===== config.mk =====
export PLATFORM = sky130hd
export DESIGN_NAME = multicycle_control
export DESIGN_NICKNAME = d
export VERILOG_FILES = /design/src/rtl/multicycle_control.sv
export SDC_FILE = /design/constraint.sdc
export NUM_CORES = 1
export LEC_CHECK = 0
export BUFFER_PORTS_ARGS = -buffer_cell sky130_fd_sc_hd__buf_2
export CORE_MARGIN = 8
export CORE_UTILIZATION = 57
export CTS_BUF_LIST = sky130_fd_sc_hd__clkbuf_2 sky130_fd_sc_hd__clkbuf_4 sky130_fd_sc_hd__clkbuf_8
export DETAILED_ROUTE_END_ITERATION = 8
export GPL_ROUTABILITY_DRIVEN = 1
export GPL_TIMING_DRIVEN = 1
export PLACE_DENSITY_LB_ADDON = 0.05
export SYNTH_ARGS = -nofsm -noshare
export SYNTH_HDL_FRONTEND = slang
export SYNTH_SLANG_ARGS = --single-unit

===== constraint.sdc =====
create_clock -name clk -period 4.25 [get_ports clk]
set_input_delay 1.0625 -clock clk [delete_from_list [all_inputs] [get_ports clk]]
set_output_delay 1.0625 -clock clk [all_outputs]
set_load 0.01 [all_outputs]

===== src/rtl/multicycle_control.sv =====
// Multicycle MIPS control FSM: sequences fetch/decode/execute/memory/writeback
// over a shared-memory, single-ALU datapath, with memory-wait timeout into a sticky ERROR.
module multicycle_control #(
   parameter int MEM_TIMEOUT = 16
) (
   input  logic       clk,
   input  logic       reset,
   input  logic [5:0] OP,
   input  logic       mem_ready,
   output logic       PCWrite,
   output logic       PCWriteCondEQ,
   output logic       PCWriteCondNE,
   output logic       IorD,
   output logic       MemRead,
   output logic       MemWrite,
   output logic       IRWrite,
   output logic       MemtoReg,
   output logic       RegDst,
   output logic       RegWrite,
   output logic       ALUSrcA,
   output logic [1:0] ALUSrcB,
   output logic [1:0] PCSource,
   output logic [2:0] ALUOp,
   output logic       error,
   output logic [3:0] state
);

   localparam int CW = (MEM_TIMEOUT > 2) ? $clog2(MEM_TIMEOUT) : 1;

   localparam logic [5:0] OP_R    = 6'h00;
   localparam logic [5:0] OP_J    = 6'h02;
   localparam logic [5:0] OP_BEQ  = 6'h04;
   localparam logic [5:0] OP_BNE  = 6'h05;
   localparam logic [5:0] OP_ADDI = 6'h08;
   localparam logic [5:0] OP_ANDI = 6'h0c;
   localparam logic [5:0] OP_ORI  = 6'h0d;
   localparam logic [5:0] OP_LUI  = 6'h0f;
   localparam logic [5:0] OP_LW   = 6'h23;
   localparam logic [5:0] OP_SW   = 6'h2b;

   typedef enum logic [3:0] {
      S_FETCH    = 4'd0,
      S_DECODE   = 4'd1,
      S_MEM_ADDR = 4'd2,
      S_MEM_RD   = 4'd3,
      S_MEM_WB   = 4'd4,
      S_MEM_WR   = 4'd5,
      S_R_EXEC   = 4'd6,
      S_R_WB     = 4'd7,
      S_I_EXEC   = 4'd8,
      S_I_WB     = 4'd9,
      S_BRANCH   = 4'd10,
      S_JUMP     = 4'd11,
      S_ERROR    = 4'd12
   } state_t;

   state_t        cur;
   state_t        nxt;
   logic [CW-1:0] wait_cnt;
   logic          mem_state;
   logic          timeout;

   assign state     = cur;
   assign mem_state = (cur == S_FETCH) || (cur == S_MEM_RD) || (cur == S_MEM_WR);
   // ready wins over timeout: timeout only fires on a not-ready cycle
   assign timeout   = mem_state && !mem_ready && (wait_cnt == CW'(MEM_TIMEOUT - 1));

   always_ff @(posedge clk or negedge reset) begin
      if (!reset) begin
         cur      <= S_FETCH;
         wait_cnt <= '0;
      end else begin
         cur <= nxt;
         if (nxt != cur)
            wait_cnt <= '0;
         else if (mem_state && !mem_ready)
            wait_cnt <= wait_cnt + CW'(1);
      end
   end

   always_comb begin
      nxt           = cur;
      PCWrite       = 1'b0;
      PCWriteCondEQ = 1'b0;
      PCWriteCondNE = 1'b0;
      IorD          = 1'b0;
      MemRead       = 1'b0;
      MemWrite      = 1'b0;
      IRWrite       = 1'b0;
      MemtoReg      = 1'b0;
      RegDst        = 1'b0;
      RegWrite      = 1'b0;
      ALUSrcA       = 1'b0;
      ALUSrcB       = 2'b00;
      PCSource      = 2'b00;
      ALUOp         = 3'b000;
      error         = 1'b0;
      case (cur)
         S_FETCH: begin
            MemRead = 1'b1;
            ALUSrcB = 2'b01;
            ALUOp   = 3'b010;
            IRWrite = mem_ready;
            PCWrite = mem_ready;
            if (mem_ready)    nxt = S_DECODE;
            else if (timeout) nxt = S_ERROR;
         end
         S_DECODE: begin
            ALUSrcB = 2'b11;
            ALUOp   = 3'b010;
            case (OP)
               OP_R:                            nxt = S_R_EXEC;
               OP_ADDI, OP_ANDI, OP_ORI, OP_LUI: nxt = S_I_EXEC;
               OP_LW, OP_SW:                    nxt = S_MEM_ADDR;
               OP_BEQ, OP_BNE:                  nxt = S_BRANCH;
               OP_J:                            nxt = S_JUMP;
               default:                         nxt = S_ERROR;
            endcase
         end
         S_R_EXEC: begin
            ALUSrcA = 1'b1;
            ALUOp   = 3'b111;
            nxt     = S_R_WB;
         end
         S_R_WB: begin
            RegDst   = 1'b1;
            RegWrite = 1'b1;
            nxt      = S_FETCH;
         end
         S_I_EXEC: begin
            ALUSrcA = 1'b1;
            ALUSrcB = 2'b10;
            case (OP)
               OP_ADDI: ALUOp = 3'b110;
               OP_ANDI: ALUOp = 3'b011;
               OP_ORI:  ALUOp = 3'b101;
               OP_LUI:  ALUOp = 3'b001;
               default: ALUOp = 3'b000;
            endcase
            nxt = S_I_WB;
         end
         S_I_WB: begin
            RegWrite = 1'b1;
            nxt      = S_FETCH;
         end
         S_MEM_ADDR: begin
            ALUSrcA = 1'b1;
            ALUSrcB = 2'b10;
            ALUOp   = 3'b010;
            if (OP == OP_LW)      nxt = S_MEM_RD;
            else if (OP == OP_SW) nxt = S_MEM_WR;
            else                  nxt = S_ERROR;
         end
         S_MEM_RD: begin
            IorD    = 1'b1;
            MemRead = 1'b1;
            if (mem_ready)    nxt = S_MEM_WB;
            else if (timeout) nxt = S_ERROR;
         end
         S_MEM_WB: begin
            MemtoReg = 1'b1;
            RegWrite = 1'b1;
            nxt      = S_FETCH;
         end
         S_MEM_WR: begin
            IorD     = 1'b1;
            MemWrite = 1'b1;
            if (mem_ready)    nxt = S_FETCH;
            else if (timeout) nxt = S_ERROR;
         end
         S_BRANCH: begin
            ALUSrcA       = 1'b1;
            ALUOp         = 3'b100;
            PCSource      = 2'b01;
            PCWriteCondEQ = (OP == OP_BEQ);
            PCWriteCondNE = (OP == OP_BNE);
            nxt           = S_FETCH;
         end
         S_JUMP: begin
            PCSource = 2'b10;
            PCWrite  = 1'b1;
            nxt      = S_FETCH;
         end
         S_ERROR: error = 1'b1;
         default: nxt = S_ERROR;
      endcase
   end

endmodule


==> run summary, run 1 <==
The run finished with clean final reports. For this run, the slowest stage of the critical path takes 320 ps. The effective utilization at floorplan is 60.51%. The count of final max-slew check failures came to 0. The worst setup path category is input pin to output port.

STA puts the critical path data required time at 3190 ps. The most used flip-flop cell after synthesis is sky130_fd_sc_hd__dfrtp_1. The depth of the CTS H-tree came out at 1. The beginning of the worst hold path is wait_cnt[0].

The worst setup path is captured at an output port. In this run the power density over the cells is 547.4 nW/µm². The proportion of layout cells with a drive suffix above 1 is 26.88%.

The final total power came out at 0.6411 mW. The final antenna-violating net count came out at 0. The clock period minus worst slack came out at 3076 ps. The number of synthesized flops with an enable pin is 0.

Setup repair after global routing left no endpoint under its margin. Using the TritonRoute via totals, the vias-per-cell ratio works out to 6.086. The number of buffer cells added on primary ports came out at 31. The total nets after synthesis is 148.

Once detailed placement completed, the half-perimeter wirelength came to 2.051 mm. The number of diodes came out at 0. The clock latency of the later-clocked register in the worst-skew pair is 240 ps. The maximum clock skew at final layout came out at 0.8352 ps. The routability congestion estimate is 0.9028. The worst hold-check slack is 633.7 ps. The cell with the most instances on the worst path is sky130_fd_sc_hd__buf_2. The total leakage power came out at 0.5512 nW.

The routed length per instance came out at 14.42 µm. The vertical die dimension came out at 58.58 µm. The full die area came out at 3432 µm².

The min-delay analysis places its worst path in the category flip-flop to flip-flop. The maximum frequency from static timing analysis is 0.3251 GHz. The most frequent standard cell in the layout excluding fill and tap cells is sky130_fd_sc_hd__buf_2. The routed wire length is 2.667 mm. Entering global routing, the biggest net connects 21 pins. For this run, the detailed router's first-pass iteration total came to 4. The number of max-cap violations came out at 0. Global routing used 15.28% of the available tracks. In the final timing run, aggregate negative setup slack is 0 ps. The final setup violation count is 0. The most critical setup path has its startpoint at OP[4]. After the last flow step, the layout net total stands at 172. The first routing iteration left 40 violations.

The largest vdd supply drop came out at 0.3691 mV. Along the worst path, the maximum fanout reaches 6. TritonCTS built the clock tree. The final critical-path share of the clock period is 72.37%.

CTS placed an instance of sky130_fd_sc_hd__clkbuf_4 at the clock tree root. For this run, the number of Yosys warnings is 0. The I/O pin count is 32. Measured on the finished design, the core utilization comes to 68.57%. The post-synthesis async set-or-reset flop share came out at 100.0%. The via count of the first global-routing pass came to 972. The worst flop-to-flop path startpoint is state[0].

The slowest stage of the critical path belongs to the cell sky130_fd_sc_hd__or3_1. The area of the core region came out at 1708 µm². The worst setup path is launched from an input pin.

The number of DRC violations after detailed routing came out at 0. The area growth from synthesis to layout is 13.32%. Hold repair after CTS inserted 0 buffers. After synthesis the netlist holds a flip-flop and latch count of 8.

The top cell types in the final layout, fill and taps aside, are 31 x sky130_fd_sc_hd__buf_2, 18 x sky130_fd_sc_hd__nor2_1, 9 x sky130_fd_sc_hd__nand3_1. The initial antenna violation count is 0. The total grt overflow came out at 0. The first global-routing pass estimated 4.347 mm of wire.

In this run the mean area of a mapped cell was 7.489 µm². The cell family with the largest share of critical-path delay is simple AND/OR/NAND/NOR gates. The measured slew at the worst slew-check pin came out at 639.5 ps. In this run the horizontal extent of the chip is 58.58 µm.

The cell area after synthesis came out at 1033 µm². Headroom to the max-slew limit came out at 57.37%. The maximum count of clock buffers along a single path is 2. The count of final hold-check violations was 0. The share of synthesized area occupied by flip-flops and latches is 19.37%. The number of different library cells in the post-synthesis netlist is 48. The number of clock buffers added by TritonCTS is 3. Synthesis produced 138 cells. The endpoint arrival time on the critical path is 2010 ps. The clock transition at the register clock pins on the worst setup and hold paths after CTS came out at 40 ps. The layout filler cell count is 169. Counting every sink on the clock net gives 8. The number of setup buffers added after CTS came out at 0. The critical path goes through buf_2 > inv_1 > nand4_1 > or3_1 > o21ai_0 > buf_2. The site row count came out at 15.

After clock tree synthesis, the repair step resized 0 gates. The critical path contains buffers and inverters numbering 3 combined. The detailed-route via count is 1126.
[Yosys cell counts, drive strengths merged (2+ instances only)]
cell type / count / area (µm²)
or3: 2 / 12.51
and3: 3 / 18.77
nor2: 18 / 67.56
nand2: 7 / 26.28
o32a: 2 / 20.02
o21ai: 8 / 40.04
nor2b: 3 / 18.77
o31ai: 2 / 15.01
nor4b: 3 / 26.28
nor3b: 3 / 22.52
nand4: 2 / 12.51
buf: 10 / 63.81
or2: 3 / 18.77
nand2b: 7 / 43.79
inv: 5 / 18.77
nor4: 3 / 33.78
a21oi: 5 / 25.02
nor3: 3 / 15.01
o211ai: 2 / 20.02
and4b: 2 / 20.02
xor2: 5 / 51.30
xnor2: 2 / 17.52
clkbuf: 2 / 7.510
dfrtp: 8 / 200.2
o22ai: 2 / 12.51
nand3: 9 / 45.04
[stage by stage]
step / std cells / setup WS, ps / instance area (µm²)
2_1_floorplan: 138 / 1317 / 1033
3_3_place_gp: 182 / 1185 / 1149
3_5_place_dp: 182 / 1177 / 1149
4_1_cts: 185 / 1159 / 1171
5_1_grt: 185 / 994.0 / 1171
6_report: 185 / 1174 / 1171
[kinds of logic (layout without fill, tap and decap cells)]
group | after synthesis | count (layout) | synth area share, %
buffers and inverters | 17 | 39 | 8.717
XOR/XNOR | 7 | 7 | 6.659
multiplexers | 1 | 1 | 1.090
AND/OR/NAND/NOR | 72 | 72 | 40.80
flip-flops | 8 | 8 | 19.37
AO/OA/AOI/OAI | 32 | 32 | 22.16
adder cells (fa/ha/maj) | 1 | 1 | 1.210
[layout make-up]
| type | instances | area [µm²] | area share, % |
|---|---|---|---|
| clock buffer | 3 | 22.52 | 1.923 |
| inverter | 5 | 18.77 | 1.603 |
| multi-input combinational | 113 | 743.2 | 63.46 |
| sequential | 8 | 200.2 | 17.09 |
| tap | 25 | 31.28 | 2.671 |
| timing repair buffer | 31 | 155.1 | 13.25 |
[path summary, 6_finish.rpt]
kind                            slack, ps     endpoint  cells after the start
worst max register to register       2060  wait_cnt[3]                      5
worst min register to register        630  wait_cnt[0]                      3
max in group asynchronous            3450  wait_cnt[1]                      1
min in group asynchronous             650     state[0]                      1
worst min-delay path                  630  wait_cnt[0]                      3
worst max-delay path                 1170     ALUOp[1]                      6
[worst register-to-register path, cell delays in order, from the launching register on]
cell	delay, ps
sky130_fd_sc_hd__dfrtp_1	740
sky130_fd_sc_hd__xor2_2	330
sky130_fd_sc_hd__o22a_1	370
sky130_fd_sc_hd__o32a_1	260
sky130_fd_sc_hd__nand4b_2	150
sky130_fd_sc_hd__and4b_1	280
[metal layers]
metal / vias up / share of wire, % / track usage [%]
li1: 554 / - / -
met2: 55 / 46 / 25.35
met5: - / 0 / 0
met3: 2 / 10 / 2.826
met1: 515 / 43 / 18.66
met4: 0 / 0.49 / 6.826
[state kept, by name (all words and copies together), names as in the netlist]
register,cells
wait_cnt,4
state,4
[where the power goes]
group	total, mW	internal, mW	switching [mW]
Combinational	0.417	0.189	0.229
Sequential	0.172	0.0948	0.0769
Clock	0.0520	0.0319	0.0201
Total	0.641	0.316	0.326
(Power assumes the default switching activity.)
==> run 2, diff against run 1 <==
--- a/config.mk
+++ b/config.mk
@@ -5,9 +5,10 @@
 export SDC_FILE = /design/constraint.sdc
 export NUM_CORES = 1
 export LEC_CHECK = 0
+export ABC_AREA = 1
 export BUFFER_PORTS_ARGS = -buffer_cell sky130_fd_sc_hd__buf_2
 export CORE_MARGIN = 8
-export CORE_UTILIZATION = 57
+export CORE_UTILIZATION = 51
 export CTS_BUF_LIST = sky130_fd_sc_hd__clkbuf_2 sky130_fd_sc_hd__clkbuf_4 sky130_fd_sc_hd__clkbuf_8
 export DETAILED_ROUTE_END_ITERATION = 8
 export GPL_ROUTABILITY_DRIVEN = 1
==> constraint.sdc (replaced) <==
create_clock -name clk -period 3 [get_ports clk]
set_input_delay 0.75 -clock clk [delete_from_list [all_inputs] [get_ports clk]]
set_output_delay 0.75 -clock clk [all_outputs]
set_load 0.01 [all_outputs]
==> run 2 against run 1 <==
Die area grew 0.10%; largest power group unchanged; combinational power up 52%; final cell count is 19% higher; critical path type unchanged; critical endpoint is now ALUOp[2]; sequential share of layout area is 0.72 points higher; sequential cell count is the same; non-clock buffer count did not move; routed wire length decreased by 9.7%.
==> run summary, run 2 <==
The share of synthesized area occupied by flip-flops and latches is 21.62% (+2.3 points). The total grt overflow is 0 (unchanged). The routed wire length came out at 2.409 mm (-9.7%). The maximum frequency from static timing analysis is 0.3846 GHz.

The final setup violation count came out at 0 (unchanged). The headroom to the max-slew limit came out at 70.41% (+13 points). The post-synthesis async set-or-reset flop share is 100.0% (unchanged). The x dimension of the die came to 58.61 µm (about the same). The power per cell area is 806.4 nW/µm² (+47%). The average size of a mapped cell is 5.715 µm² (-24%). The flop-to-flop setup slack is 1160 ps (-900 ps). The cell at the root of the clock tree is sky130_fd_sc_hd__clkbuf_4. The half-perimeter wire length after detailed placement came out at 2.073 mm (+1.1%). The total global routing track utilization is 15.22% (-0.065 points).

The combinational group share of total power came out at 70.1% (+5.0 points). The library cells used most frequently in the layout, excluding fill and tap cells, are 37 x sky130_fd_sc_hd__nand2_1, 36 x sky130_fd_sc_hd__nor2_1, 31 x sky130_fd_sc_hd__buf_2. The proportion of layout cells with a drive suffix above 1 was 25.64% (-1.2 points).

The classification of the worst-slack hold path is input pin to asynchronous set/reset pin. The largest fanout on the critical path is 7 (+1). The sum of negative setup slack came out at 0 ps (unchanged).

The number of flip-flops and latches in the synthesized netlist came out at 8 (unchanged). The depth of the CTS H-tree came out at 1 (unchanged). The full die area came to 3435 µm² (+0.10%). The total nets after synthesis is 172 (+16%). The yosys synthesis warning count came out at 0 (unchanged). The number of iterations in the first detailed-routing pass is 4 (unchanged). The cell family with the largest share of critical-path delay is simple AND/OR/NAND/NOR gates. The cell count after synthesis came to 162 (+17%). STA classifies the critical path endpoint as an output port.

The number of synthesized flops with an enable pin is 0 (unchanged). The number of DRC markers in iteration 0 is 31 (-23%). The number of setup buffers added after CTS was 0 (unchanged). The sum of buffers and inverters on the critical path is 3 (unchanged). The total leakage power is 0.6967 nW (+26%). The net switching power figure is 0.4916 mW (+51%). The clock latency of the later-clocked register in the worst-skew pair is 260 ps (+20 ps). The site row count is 15 (unchanged). The clock share of power is 9.2% (+1.1 points). The signal on the critical path passes through buf_2 > nor2_1 > nand3_1 > nor2_1 > inv_1 > o221ai_1 > buf_2. The effective utilization at floorplan is 53.62% (-6.9 points). sky130_fd_sc_hd__nand2_1 is the most common cell in the netlist. The maximum count of clock buffers along a single path is 2 (unchanged). The initial antenna violation count came out at 0 (unchanged). The flow ran to the end, and the final reports show no timing, DRC or antenna violations. The number of buffer cells added on primary ports came to 31 (unchanged). The via count of the first global-routing pass came to 992 (+2.1%). The clock sink total is 8 (unchanged). Dividing the final minimum period by the clock period gives 86.67%. For this design, the slowest cell found on the critical path is sky130_fd_sc_hd__nor2_1.

The cell internal power dissipation came out at 0.4144 mW (+31%). The layout filler cell count came out at 179 (+5.9%). The total placed cells including tap cells came to 217 (+19%).

The number of hold-repair buffers added at the cts stage came to 0 (unchanged). The number of diodes is 0 (unchanged). The routed length per instance is 10.95 µm (-24%). The count of non-filler cells in the finished layout is 220 (+19%). The maximum clock skew at final layout came out at 6.710 ps (+5.874 ps). By count the netlist is led by 37 x sky130_fd_sc_hd__nand2_1, 36 x sky130_fd_sc_hd__nor2_1, 28 x sky130_fd_sc_hd__inv_1.

The largest vdd supply drop was 0.3943 mV (+6.8%). The I/O pin count is 32 (unchanged). The critical path is of the input pin to output port type. The cell area after synthesis came out at 925.9 µm² (-10%). The synthesized design spends more area on one cell type than any other, namely sky130_fd_sc_hd__dfrtp_1. The area of the core region is 1727 µm² (+1.1%).

The final layout net count is 207 (+20%). The commonest register cell after synthesis is sky130_fd_sc_hd__dfrtp_1. The clock period minus worst slack is 2600 ps. The maximum number of pins on one net before global-route repair came to 11 (-48%). The most frequent standard cell in the layout excluding fill and tap cells is sky130_fd_sc_hd__nand2_1.

The detailed-route via count came out at 1083 (-3.8%). The relative area change from synthesis to final layout is 21.35%. The number of max-cap violations is 0 (unchanged). The routability congestion estimate is 0.8641 (-4.3%). The via density per instance is 4.923 (-19%). The worst reg2reg path depth was 11 (+6). The number of DRC violations after detailed routing is 0 (unchanged). The count of final hold-check violations is 0 (unchanged). The count of final max-slew check failures came to 0 (unchanged). The peak per-stage delay on the critical path is 330 ps (about the same). The global-route wire length before repair was 4.202 mm (-3.3%). The required time at the worst-slack endpoint is 2250 ps (-940 ps). Setup repair after global routing left no endpoint under its margin. Ranked by total cell area, the synthesized netlist is headed by sky130_fd_sc_hd__dfrtp_1 22%, sky130_fd_sc_hd__nand2_1 15%, sky130_fd_sc_hd__nor2_1 15%. The clock transition at the register clock pins on the worst setup and hold paths after CTS came out at 60 ps (+20 ps). The fraction of power spent switching nets was 54.26% (+3.5 points). The endpoint identified for the worst register-to-register timing path is wait_cnt[2]. The vertical die dimension came to 58.61 µm (about the same). The measured slew at the worst slew-check pin came out at 440.4 ps (-199.1 ps). TritonCTS built the clock tree.

The sequential share of power came out at 20.7% (-6.1 points). The number of different library cells in the post-synthesis netlist is 23 (-52%). The worst flop-to-flop path startpoint is wait_cnt[0]. The top cell type's share of synthesized area came out at 21.62% (+2.3 points). The post-CTS resize count came out at 0 (unchanged). The final antenna-violating net count is 0 (unchanged). The endpoint arrival time on the critical path was 1850 ps (-160 ps). The worst setup path is launched from an input pin. The total CTS buffers came out at 3 (unchanged). The logic depth of the worst path, buffers included came to 7 (+1).
[run 2: kinds of logic after synthesis]
kind of cell / after synthesis / share of synthesized area, %
buffers and inverters: 33 / 14.19
XOR/XNOR: 3 / 2.838
adder cells (fa/ha/maj): 1 / 1.351
flip-flops: 8 / 21.62
AND/OR/NAND/NOR: 108 / 54.05
AO/OA/AOI/OAI: 9 / 5.946
[run 2: routing by layer]
metal  vias up  global-route usage, %  part of all wire [%]
met1       477                  17.34                    46
met5         -                      0                     0
met3         5                  5.217                   7.0
met2        26                  26.14                    46
met4         0                  4.437                   1.2
li1        575                      -                     -
[run 2: cell type report]
class	instances	area, µm²	area share [%]
multi-input combinational	121	594.3	52.90
sequential	8	200.2	17.82
timing repair buffer	31	155.1	13.81
inverter	32	120.1	10.69
tap	25	31.28	2.784
clock buffer	3	22.52	2.004
[run 2: metrics by stage]
stage	hold slack (ps)	power (mW)	cell area, µm²	worst slack [ps]	utilization [%]
3_5_place_dp	591.9	0.8279	1101	387.4	63.77
2_1_floorplan	454.4	0.6446	925.9	677.6	-
6_report	318.9	0.9061	1124	399.8	65.07
3_3_place_gp	568.9	0.8153	1101	453.7	63.77
5_1_grt	326.4	0.9980	1124	269.7	65.07
4_1_cts	320.3	0.9154	1124	383.6	65.07
[run 2: worst max path at each step]
stage	slack (ps)	start	endpoint
finish	400	OP[4]	ALUOp[2]
global route	270	OP[4]	ALUOp[2]
CTS	380	OP[4]	ALUOp[2]
detailed placement	390	OP[4]	ALUOp[2]
global placement	450	OP[4]	ALUOp[2]
floorplan	680	OP[4]	ALUOp[2]
[run 2: power by group through the flow]
stage / registers [mW] / logic, mW / clock network, mW
after floorplan: 0.188 / 0.457 / 0
after global placement: 0.189 / 0.626 / 0
after detailed placement: 0.190 / 0.638 / 0
after CTS: 0.188 / 0.641 / 0.0864
after global routing: 0.193 / 0.714 / 0.0916
final: 0.187 / 0.635 / 0.0836
